$ cat src/rtl/hazard_pkg.sv
// Shared constants, scoreboard entry type and helpers for the D-stage hazard scheduler.
package hazard_pkg;

  localparam logic [1:0] FWD_RF = 2'd0;
  localparam logic [1:0] FWD_E  = 2'd1;
  localparam logic [1:0] FWD_M  = 2'd2;
  localparam logic [1:0] FWD_W  = 2'd3;

  localparam logic [1:0] TUSE_NONE = 2'd3;

  localparam int DEF_MULT_CYCLES = 5;
  localparam int DEF_DIV_CYCLES  = 10;

  // One in-flight register write: destination and cycles until forwardable.
  typedef struct packed {
    logic [4:0] addr;
    logic [1:0] tnew;
  } sb_entry_t;

  // Saturating decrement: a result that is already forwardable stays forwardable.
  function automatic logic [1:0] sat_dec(input logic [1:0] x);
    return (x == 2'd0) ? 2'd0 : x - 2'd1;
  endfunction

endpackage

$ cat src/rtl/md_busy_ctr.sv
// Mult/div occupancy counter: loads the op latency on issue, counts down to idle.
module md_busy_ctr #(
  parameter int MULT_CYCLES = 5,
  parameter int DIV_CYCLES  = 10
) (
  input  logic clk,
  input  logic reset,
  input  logic issue_i,
  input  logic is_div_i,
  output logic busy_o
);

  localparam int MAX_CYCLES = (DIV_CYCLES > MULT_CYCLES) ? DIV_CYCLES : MULT_CYCLES;
  localparam int CNT_W      = $clog2(MAX_CYCLES + 1);

  logic [CNT_W-1:0] cnt_q, cnt_d;

  // Next count: issue reloads, otherwise drain toward zero.
  always_comb begin
    cnt_d = cnt_q;
    if (issue_i) begin
      cnt_d = is_div_i ? CNT_W'(DIV_CYCLES) : CNT_W'(MULT_CYCLES);
    end else if (cnt_q != '0) begin
      cnt_d = cnt_q - CNT_W'(1);
    end
  end

  // Count register with synchronous clear.
  always_ff @(posedge clk) begin
    if (reset) begin
      cnt_q <= '0;
    end else begin
      cnt_q <= cnt_d;
    end
  end

  // Busy comes straight from the register, so it rises the cycle after issue.
  assign busy_o = (cnt_q != '0);

endmodule

$ cat src/rtl/stall_ctrl.sv
// D-stage hazard scheduler: E/M/W write scoreboard, Tuse/Tnew stall compare,
// rs/rt forwarding selects and mult/div busy interlock.
module stall_ctrl
  import hazard_pkg::*;
#(
  parameter int MULT_CYCLES = DEF_MULT_CYCLES,
  parameter int DIV_CYCLES  = DEF_DIV_CYCLES
) (
  input  logic       clk,
  input  logic       reset,
  input  logic [4:0] rs_D,
  input  logic [4:0] rt_D,
  input  logic [1:0] Tuse_rs_D,
  input  logic [1:0] Tuse_rt_D,
  input  logic [4:0] wa_D,
  input  logic [1:0] Tnew_D,
  input  logic       md_start_D,
  input  logic       md_div_D,
  input  logic       md_use_D,
  output logic       stall,
  output logic [1:0] fwd_rs,
  output logic [1:0] fwd_rt,
  output logic       md_busy
);

  sb_entry_t e_q, m_q, w_q;
  sb_entry_t e_d, m_d, w_d;

  // Any in-flight producer of op that will not be ready by the time D needs it.
  function automatic logic op_stall(input logic [4:0] op, input logic [1:0] tuse,
                                    input sb_entry_t e, input sb_entry_t m,
                                    input sb_entry_t w);
    logic hit;
    hit = 1'b0;
    if (tuse != TUSE_NONE && op != 5'd0) begin
      if (e.addr == op && e.tnew > tuse) hit = 1'b1;
      if (m.addr == op && m.tnew > tuse) hit = 1'b1;
      if (w.addr == op && w.tnew > tuse) hit = 1'b1;
    end
    return hit;
  endfunction

  // Only the youngest matching producer may forward; an older stage holds stale data.
  function automatic logic [1:0] op_fwd(input logic [4:0] op, input sb_entry_t e,
                                        input sb_entry_t m, input sb_entry_t w);
    logic [1:0] sel;
    sel = FWD_RF;
    if (op != 5'd0) begin
      if (e.addr == op)      sel = (e.tnew == 2'd0) ? FWD_E : FWD_RF;
      else if (m.addr == op) sel = (m.tnew == 2'd0) ? FWD_M : FWD_RF;
      else if (w.addr == op) sel = (w.tnew == 2'd0) ? FWD_W : FWD_RF;
    end
    return sel;
  endfunction

  // Stall and forwarding decode, held quiet while in reset.
  always_comb begin
    stall  = 1'b0;
    fwd_rs = FWD_RF;
    fwd_rt = FWD_RF;
    if (!reset) begin
      stall  = op_stall(rs_D, Tuse_rs_D, e_q, m_q, w_q)
             | op_stall(rt_D, Tuse_rt_D, e_q, m_q, w_q)
             | (md_use_D & md_busy);
      fwd_rs = op_fwd(rs_D, e_q, m_q, w_q);
      fwd_rt = op_fwd(rt_D, e_q, m_q, w_q);
    end
  end

  // Scoreboard advance: M and W always move, E takes a bubble on stall.
  always_comb begin
    w_d = {m_q.addr, sat_dec(m_q.tnew)};
    m_d = {e_q.addr, sat_dec(e_q.tnew)};
    e_d = stall ? sb_entry_t'('0) : {wa_D, Tnew_D};
  end

  // Scoreboard registers, cleared in one edge on reset.
  always_ff @(posedge clk) begin
    if (reset) begin
      e_q <= '0;
      m_q <= '0;
      w_q <= '0;
    end else begin
      e_q <= e_d;
      m_q <= m_d;
      w_q <= w_d;
    end
  end

  md_busy_ctr #(
    .MULT_CYCLES(MULT_CYCLES),
    .DIV_CYCLES (DIV_CYCLES)
  ) u_md_busy_ctr (
    .clk     (clk),
    .reset   (reset),
    .issue_i (md_start_D & ~stall),
    .is_div_i(md_div_D),
    .busy_o  (md_busy)
  );

endmodule

$ cat config.mk
export PLATFORM = sky130hd
export DESIGN_NAME = stall_ctrl
export DESIGN_NICKNAME = d
export VERILOG_FILES = /design/src/rtl/hazard_pkg.sv /design/src/rtl/md_busy_ctr.sv /design/src/rtl/stall_ctrl.sv
export SDC_FILE = /design/constraint.sdc
export NUM_CORES = 1
export LEC_CHECK = 0
export ABC_AREA = 1
export CAP_MARGIN = 20
export CORE_MARGIN = 1
export CORE_UTILIZATION = 30
export DETAILED_ROUTE_END_ITERATION = 7
export GPL_TIMING_DRIVEN = 0
export RECOVER_POWER = 50
export SYNTH_ARGS = -nofsm -noshare
export SYNTH_HDL_FRONTEND = slang
export SYNTH_SLANG_ARGS = --single-unit
$ cat constraint.sdc
create_clock -name clk -period 1.4 [get_ports clk]
set_input_delay 0.21 -clock clk [delete_from_list [all_inputs] [get_ports clk]]
set_output_delay 0.21 -clock clk [all_outputs]
set_load 0.02 [all_outputs]
## After elaboration in Yosys (flattened, before gate mapping)

Cells that the tools add are included.

| word-level totals | value |
|---|---|
| bits of input ports | 26 |
| bits in registers | 25 |
| output and inout bits | 6 |

| cells by class | value |
|---|---|
| muxes and demuxes | 27 |
| $add $sub $neg | 3 |
| bitwise operators | 5 |
| magnitude comparators | 6 |
| reduce and logical (&&, ||, !) cells | 18 |
| equality and inequality tests | 8 |

Operators by type and width:

| cell | count |
|---|---|
| $eq 5x5->1 | 6 |
| $mux 2 | 12 |
| $gt 2x2->1 | 6 |
| $mux 1 | 12 |
| $mux 4 | 3 |
| $reduce_bool 5->1 | 2 |
| $logic_and 1x1->1 | 8 |
| $logic_not 2->1 | 3 |
| $reduce_or 2->1 | 3 |
| $ne 2x2->1 const B | 2 |
| $reduce_bool 4->1 | 1 |
| $sub 2x1->2 const B | 2 |
| $sub 4x1->4 const B | 1 |
| $and 1x1->1 | 2 |
| $or 1x1->1 | 2 |
| $reduce_bool 2->1 | 1 |
| $not 1->1 | 1 |

## Logic depth before layout (Yosys ltp)

| logic depth | value |
|---|---|
| word-level depth | 13 |
| gate-level depth with buffers | 14 |
| mapped depth without buffers | 14 |

## By module

Synthesis repeated with hierarchy kept, for this count alone.

| unflattened totals | value |
|---|---|
| cells, all modules | 287 |
| area total of the unflattened synthesis | 1813.0 um^2 |

Modules (own cells, without submodules):

| module | instances | cells each | sequential area each (um^2) | area an instance (um^2) |
|---|---|---|---|---|
| stall_ctrl | 1 | 247 | 420.4 | 1564.0 |
| md_busy_ctr | 1 | 40 | 80.1 | 249.0 |

## Least setup slack after synthesis

No wires, ideal clock.

| timing | value |
|---|---|
| path type | flip-flop to output port |
| start | reg w_q[2] (netlist bit) |
| end | out fwd_rs[0] |
| setup slack | -306 ps |
| buffers on the path | 0 |
| arrival time | 1496 ps |
| cell stages (with the launch flop) | 6 |
| path through | dfxtp_1 or2_0 a21oi_1 nand4_1 a31o_2 a211oi_1 |

| between the ends | value |
|---|---|
| word-level cells in the longest chain between the ends | 6 |

RTL lines:

| element | RTL line | source |
|---|---|---|
| start: declaration | stall_ctrl.sv:26 | `sb_entry_t e_q, m_q, w_q;` |
| start signal: assignment | stall_ctrl.sv:86 | `w_q <= w_d;` |
| $eq 5x5->1 | stall_ctrl.sv:51 | `else if (w.addr == op) sel = (w.tnew == 2'd0) ? FWD_W : FWD_RF;` |
| $mux 2 | stall_ctrl.sv:51 |  |
| $mux 2 | stall_ctrl.sv:50 | `else if (m.addr == op) sel = (m.tnew == 2'd0) ? FWD_M : FWD_RF;` |
| $mux 2 | stall_ctrl.sv:49 | `if (e.addr == op) sel = (e.tnew == 2'd0) ? FWD_E : FWD_RF;` |
| $mux 2 | stall_ctrl.sv:48 | `if (op != 5'd0) begin` |
| $mux 2 | stall_ctrl.sv:61 | `if (!reset) begin` |
| end: declaration | stall_ctrl.sv:21 | `output logic [1:0] fwd_rs,` |

No other way between the ends.

## Worst setup path after layout

Same ends and word-level chain as after synthesis.

==> impl_summary.txt <==
----------------------------------------------------
[Status]
  Status ... complete, but fails checks
  Failing checks ... negative setup slack

[Finish]
  Filler Cells Inserted ... ~600
  Most common cell after layout, fill and taps aside ... sky130_fd_sc_hd__nand2_1
  FF+latch area ... 532 µm²
  Area overhead of the layout relative to synthesis ... 45.9%
  Antenna cells ... 0
  Leading cell types in the layout, fill and taps excluded ... sky130_fd_sc_hd__nand2_1, sky130_fd_sc_hd__inv_1, sky130_fd_sc_hd__nor2_1
  Fraction of final layout cells sized beyond drive strength 1 ... 0.317
  Final non-filler cell total ... 394
  Net total in the final layout ... 365
  Total area of multi-input combinational cells ... 1360 µm²

[Drt]
  Topmost layer with routed signal wires ... met4
  Post-route antenna net violation count ... 0
  Via-to-Cell Ratio ... 4.46
  Detailed-routing iteration count for the pre-antenna-repair pass ... 4
  Total wire length after detailed routing ... 4460 µm
  Average routed wire per standard cell ... 11.3 µm
  Sum of routed wire segments on met1 ... between 2000 and 2500 µm
  Detailed route wirelength on metal3 ... 109 µm
  WL met2 ... 2160 µm
  Drc violations ... 0
  Vias post-DR ... 1757
  Drt initial violations ... between 60 and 70

[Setup path]
  Number of buffer and inverter stages on the critical path ... 1
  Worst setup path category ... register to primary output
  Required time of the critical path ... 1.19 ns
  Ordered cell list for the critical path ... or2_0, a21oi_2, nand4_1, a31o_4, a211oi_4, buf_6
  Kind of cell with the highest combined delay on the critical path ... compound AO/OA/AOI/OAI gates
  Critical Path Sink Type ... primary output
  Crit-path max cell delay ... 0.34 ns
  Sort of element at the start of the critical path ... register
  Worst-path fanout max ... 3
  Flop2flop setup slack ... -0.38 ns
  Worst endpoint data arrival time ... 1.74 ns
  Critical-path top delay cell ... sky130_fd_sc_hd__dfxtp_2
  Worst reg2reg path startpoint ... m_q[1]
  Cell count of the worst reg-to-reg path ... 14
  R2R Path End ... u_md_busy_ctr.cnt_q[3]

[Floorplan]
  I/O pins ... 32
  Die span in y ... 79.1 µm
  # rows ... 27
  Effective utilization at floorplan ... 0.318
  Core region area ... 5610 µm²
  Chip Width ... about 79 µm
  Die area ... 6260 µm²

[Global routing]
  Antenna violations before repair ... 0
  Aggregate global routing overflow ... 0
  First-pass GRT wire length ... 7240 µm
  Vias in the first global route ... 1596
  Overall global routing resource usage ... 0.147
  Largest net degree at the start of global routing ... 14

[Timing]
  Post-route clock period utilization ... 1.40
  Worst Slack Setup Final ... -0.553 ns
  RSZ-0062 raised after global routing ... true
  Min cycle time layout ... 1.95 ns
  Highest achievable clock rate ... 512 MHz
  Setup Viol. Count Final ... 16
  Least-Margin Pin Slew ... between 0.5 and 0.6 ns
  Number of slew-limit violations in the final report ... 0
  Number of failing hold endpoints at the final stage ... 0
  Post-Route Skew ... between 0.003 and 0.004 ns
  Worst slew slack as a fraction of its limit ... 0.633
  Sum of negative setup slack ... -4.76 ns

[Hold path]
  Tightest Hold Check Type ... primary input to register
  Hold EP ... u_md_busy_ctr.cnt_q[1]
  Worst Min Path Start ... reset
  Depth of the worst hold-timing path ... 2

[Power]
  Static leakage power ... around 0.0012 µW
  Maximum resistive drop on vdd ... approximately 0.43 mV
  Power density normalized to cell area ... 859 nW/µm²

[Clock tree]
  H-tree levels ... 1
  Insertion delay of the later-clocked pin in the worst-skew pair ... ~0.27 ns
  Num Clock Sinks ... 25
  Post-CTS clock slew at the launch and capture registers of the worst setup and hold paths ... about 0.09 ns
  TritonCTS clock tree ... done
  Maximum buffer depth of the clock tree ... 2
  Root buffer selected by CTS ... sky130_fd_sc_hd__clkbuf_8
  Number of buffers inserted during clock tree synthesis ... 3

[Synthesis]
  Number of distinct standard cells referenced by the synthesized netlist ... 27
  Average cell area after synthesis ... around 6.4 µm²
  Synthesis-stage register bit count ... 25
  Syn nets ... 322
  Seq/Total Area, Yosys ... 0.280
  Gate Count Post-Synth ... 280
  Mapped cell area ... 1790 µm²
  Yosys warning count ... 0

[Place]
  Pre-CTS WS ... -1.27 ns
  Number of port buffers ... 30
  Dpl cells ... 382
  Hpwl dp ... between 3000 and 4000 µm
  Weighted congestion at the end of routability-driven global placement ... 0.773

[Flow run]
  Number of max-cap violations ... 0

----------------------------------------------------
## power breakdown
part	switching (µW)	internal (µW)
Clock	239	204
Combinational	503	424
Sequential	75.6	794
Total	817	1420
## registers in the layout, indices dropped and copies added (netlist names)
register	flops
e_q	7
m_q	7
w_q	7
u_md_busy_ctr.cnt_q	4
## metrics by stage
stage / power, µW / hold slack [ns] / utilization / instance area (µm²)
2_1_floorplan: 1380 / 0.315 / - / 1860
3_3_place_gp: 1620 / 0.407 / 0.401 / 2250
3_5_place_dp: 1640 / 0.407 / 0.401 / 2250
4_1_cts: 2160 / 0.142 / 0.447 / 2510
5_1_grt: 2410 / 0.145 / 0.465 / 2610
6_report: 2240 / 0.140 / 0.465 / 2610
## how the worst max path moves through the flow
stage / startpoint / endpoint / cells past startpoint / slack (ns)
5_1_grt: e_q[1] / stall / 11 / -0.62
3_3_place_gp: Tuse_rs_D[0] / stall / 12 / -1.25
2_1_floorplan: e_q[0] / u_md_busy_ctr.cnt_q[2] / 13 / -0.11
4_1_cts: w_q[2] / fwd_rs[0] / 6 / -0.54
6_report: w_q[2] / fwd_rs[0] / 6 / -0.55
3_5_place_dp: Tuse_rs_D[1] / stall / 13 / -1.27
## what timing repair did
item,CTS,global route
pin swaps,19,21
setup buffers,4,4
gates resized for setup,91,28
hold buffers,0,0
endpoints found under the setup margin,17,17
## synth_stat cells (all sizes together)
master   n  share of area
a211oi   1         0.0042
a21boi   1         0.0042
a21oi   10          0.030
a22oi    1         0.0042
a31o     1         0.0049
buf      1         0.0042
clkbuf   1         0.0021
dfxtp   25           0.28
ha      16           0.11
inv     59           0.12
nand2   76           0.16
nand3   11          0.036
nand4   10          0.035
nor2    39          0.083
nor3     8          0.022
o21a     1         0.0042
o21ai    3         0.0084
or2      2         0.0070
xnor2    7          0.034
xor2     7          0.034
## kinds of logic after synthesis
family                   after synthesis  synth area share
AO/OA/AOI/OAI                         18            0.0603
adder cells (fa/ha/maj)               16             0.112
buffers and inverters                 61             0.130
AND/OR/NAND/NOR                      146             0.348
XOR/XNOR                              14            0.0687
flip-flops                            25             0.280
## layout make-up
type | instances | share of cell area
buffer | 2 | 0.00432
clock buffer | 4 | 0.0173
inverter | 59 | 0.0869
multi-input combinational | 194 | 0.521
sequential | 25 | 0.204
tap | 72 | 0.0346
timing repair buffer | 38 | 0.132
## per-layer routing
metal / vias to the layer above / GRT usage
met5: - / 0
met4: 0 / 0.0400
met3: 2 / 0.0195
met2: 30 / 0.253
met1: 779 / 0.192
li1: 946 / -
Note: power is estimated with default switching activity, not from simulation.
==> edit, RTL diff (same flow settings) <==
Set the package constant `DEF_DIV_CYCLES` to 20 (it was 10).
--- a/src/rtl/hazard_pkg.sv
+++ b/src/rtl/hazard_pkg.sv
@@ -11,3 +11,3 @@
   localparam int DEF_MULT_CYCLES = 5;
-  localparam int DEF_DIV_CYCLES  = 10;
+  localparam int DEF_DIV_CYCLES  = 20;
 
Function: same outputs for any inputs over 10 cycles, from zero or initial values and one cycle with reset high; that may be too few to reach the edited logic, so the function may still have changed.
==> edit against the original RTL <==
  * The flow still finishes with violations (negative setup slack)
  * Count of clock-buffer cells in the layout decreased by 1
  * Design area increased by 1.1%
  * Power up 2.5%
  * Core utilization about the same
  * First-iteration DRC count shrank 11%
  * Clock skew up 0.0033 ns
  * Routed wire length is 2.2% higher
  * Largest cell class unchanged
  * Sequential cell count is 1 higher
  * Setup slack improved by 0.0020 ns
  * Worst hold slack improved by 0.0019 ns
  * Synthesized area is 1.3% higher
==> edit: results (changes against the original RTL) <==
[timing]
setup_viol = 17  ; +1
fin_setup_tns_ns = -5.583  ; -0.8182 ns
slew_headroom = 0.5810  ; -0.05227
setup_ws_ns = -0.5515  ; +0.002019 ns

[grt]
grt_pass1_wl_mm = 7.555  ; +4.4%
track_usage = 0.1566  ; +0.009437
grt_pass1_vias = 1645  ; +3.1%

[cells_and_area]
drive_gt1_frac = 0.3196  ; +0.002850
nNetsFinal = 359  ; -1.6%

[synth]
synthAdderAreaFrac = 0.1037  ; -0.008389
synthMuxAreaShare = 0.005533  ; +0.005533
yosysUniqueCellTypes = 26  ; -3.7%
syn_inst = 278  ; -0.71%
synth_commonest_cells = nand2_1, inv_1, nor2_1
synth_xor_area_frac = 0.07746  ; +0.008780
synth_compound_area_frac = 0.05048  ; -0.009782
ys_seq_area_frac = 0.2877  ; +0.007382
synthArstFlopShare = 0  ; unchanged
syn_nets = 319  ; -0.93%
synth_top_cells_by_area = dfxtp_1, nand2_1, inv_1, ha_1, nor2_1

[cts]
cts_made_buffers = 3  ; unchanged

[critical_path]
cp_slowest_stage_delay_ns = 0.38  ; +0.04 ns
critPathTopFamily = simple AND/OR/NAND/NOR gates

[pwr]
p_int_uw = 1460  ; +2.7%
p_leak_uw = 0.001215  ; -0.80%
ir_drop_mv = 0.8183  ; +92%

[run_status]
status = finished, violations left
violations = negative setup slack

[route]
drt_iter0_drc = 56  ; -11%
vias = 1735  ; -1.3%
wl_per_cell_um = 11.75  ; +3.8%
wl_mm = 4.558  ; +2.2%

[placed_design]
dp.cells = 380  ; -0.52%
place.gp.congestion = 0.7974  ; +3.1%
place_worst_setup_slack_ns = -1.442  ; -0.1731 ns
detailed_place_hpwl_mm = 3.497  ; +2.5%

==> edit: cell types whose count changed after synthesis, sizes merged, moves of 2 or more <==
cell,change
a21oi,-2
inv,-2
nor2,+3
nor3,-3
nand3,+6
xor2,+3
nand2,-5
==> edit: timing repair <==
item	CTS	global route
endpoints found under the setup margin	18	18
pin swaps	17	20
setup buffers	5	2
resized for setup	75	41
==> edit: stage by stage <==
stage	area (µm²)	util
6_report	2634	0.4641
3_5_place_dp	2367	0.4171
5_1_grt	2634	0.4641
4_1_cts	2514	0.4429
2_1_floorplan	1977	-
3_3_place_gp	2367	0.4171
==> edit: final cells by class <==
| class | instances | area, µm² |
|---|---|---|
| fillers | 594 | 3042 |
| multi-input cells | 193 | 1393 |
| flip-flops and latches | 26 | 540.5 |
| repair buffers | 35 | 329.1 |
| inverters | 57 | 225.2 |
| well taps | 72 | 90.09 |
| clock buffers | 3 | 41.29 |
| plain buffers | 2 | 15.01 |
==> edit: final timing paths <==
kind / to / slack (ns) / depth (start not counted)
setup reg to reg: u_md_busy_ctr.cnt_q[1] / -0.34 / 12
hold reg to reg: m_q[0] / 0.44 / 1
hold / removal: m_q[1] / 0.14 / 2
setup / recovery: stall / -0.55 / 10
==> edit: cells by family after synthesis <==
| logic type | Yosys count |
|---|---|
| mux | 1 |
| flops | 26 |
| fa+ha+maj | 15 |
| compound gates | 15 |
| buf+inv | 59 |
| xor+xnor | 16 |
| simple gates | 146 |
==> edit: per-layer routing <==
layer  part of all wire  track usage  wire [µm]
met5                  0            0          0
met1               0.49       0.2047       2250
met2               0.47       0.2641       2161
met4              0.014      0.06000         63
met3              0.018      0.01371         83
==> edit: power by group through the flow <==
stage	clock, µW	sequential (µW)	combinational, µW
floorplan	0	882	554
CTS	453	880	884
global placement	0	893	784
finish	433	884	978
global route	475	895	1090
detailed placement	0	894	799
==> edit: worst reg2reg max path, cell delays in order (launching register included) <==
cell	delay (ns)
dfxtp_4	0.38
ha_4	0.27
nand2_1	0.06
a22oi_2	0.15
nand4_1	0.13
nand3_2	0.10
nand2_2	0.07
nand3_2	0.09
nand2_4	0.06
buf_6	0.14
nand2_4	0.07
nand2_2	0.06
nor2_2	0.11
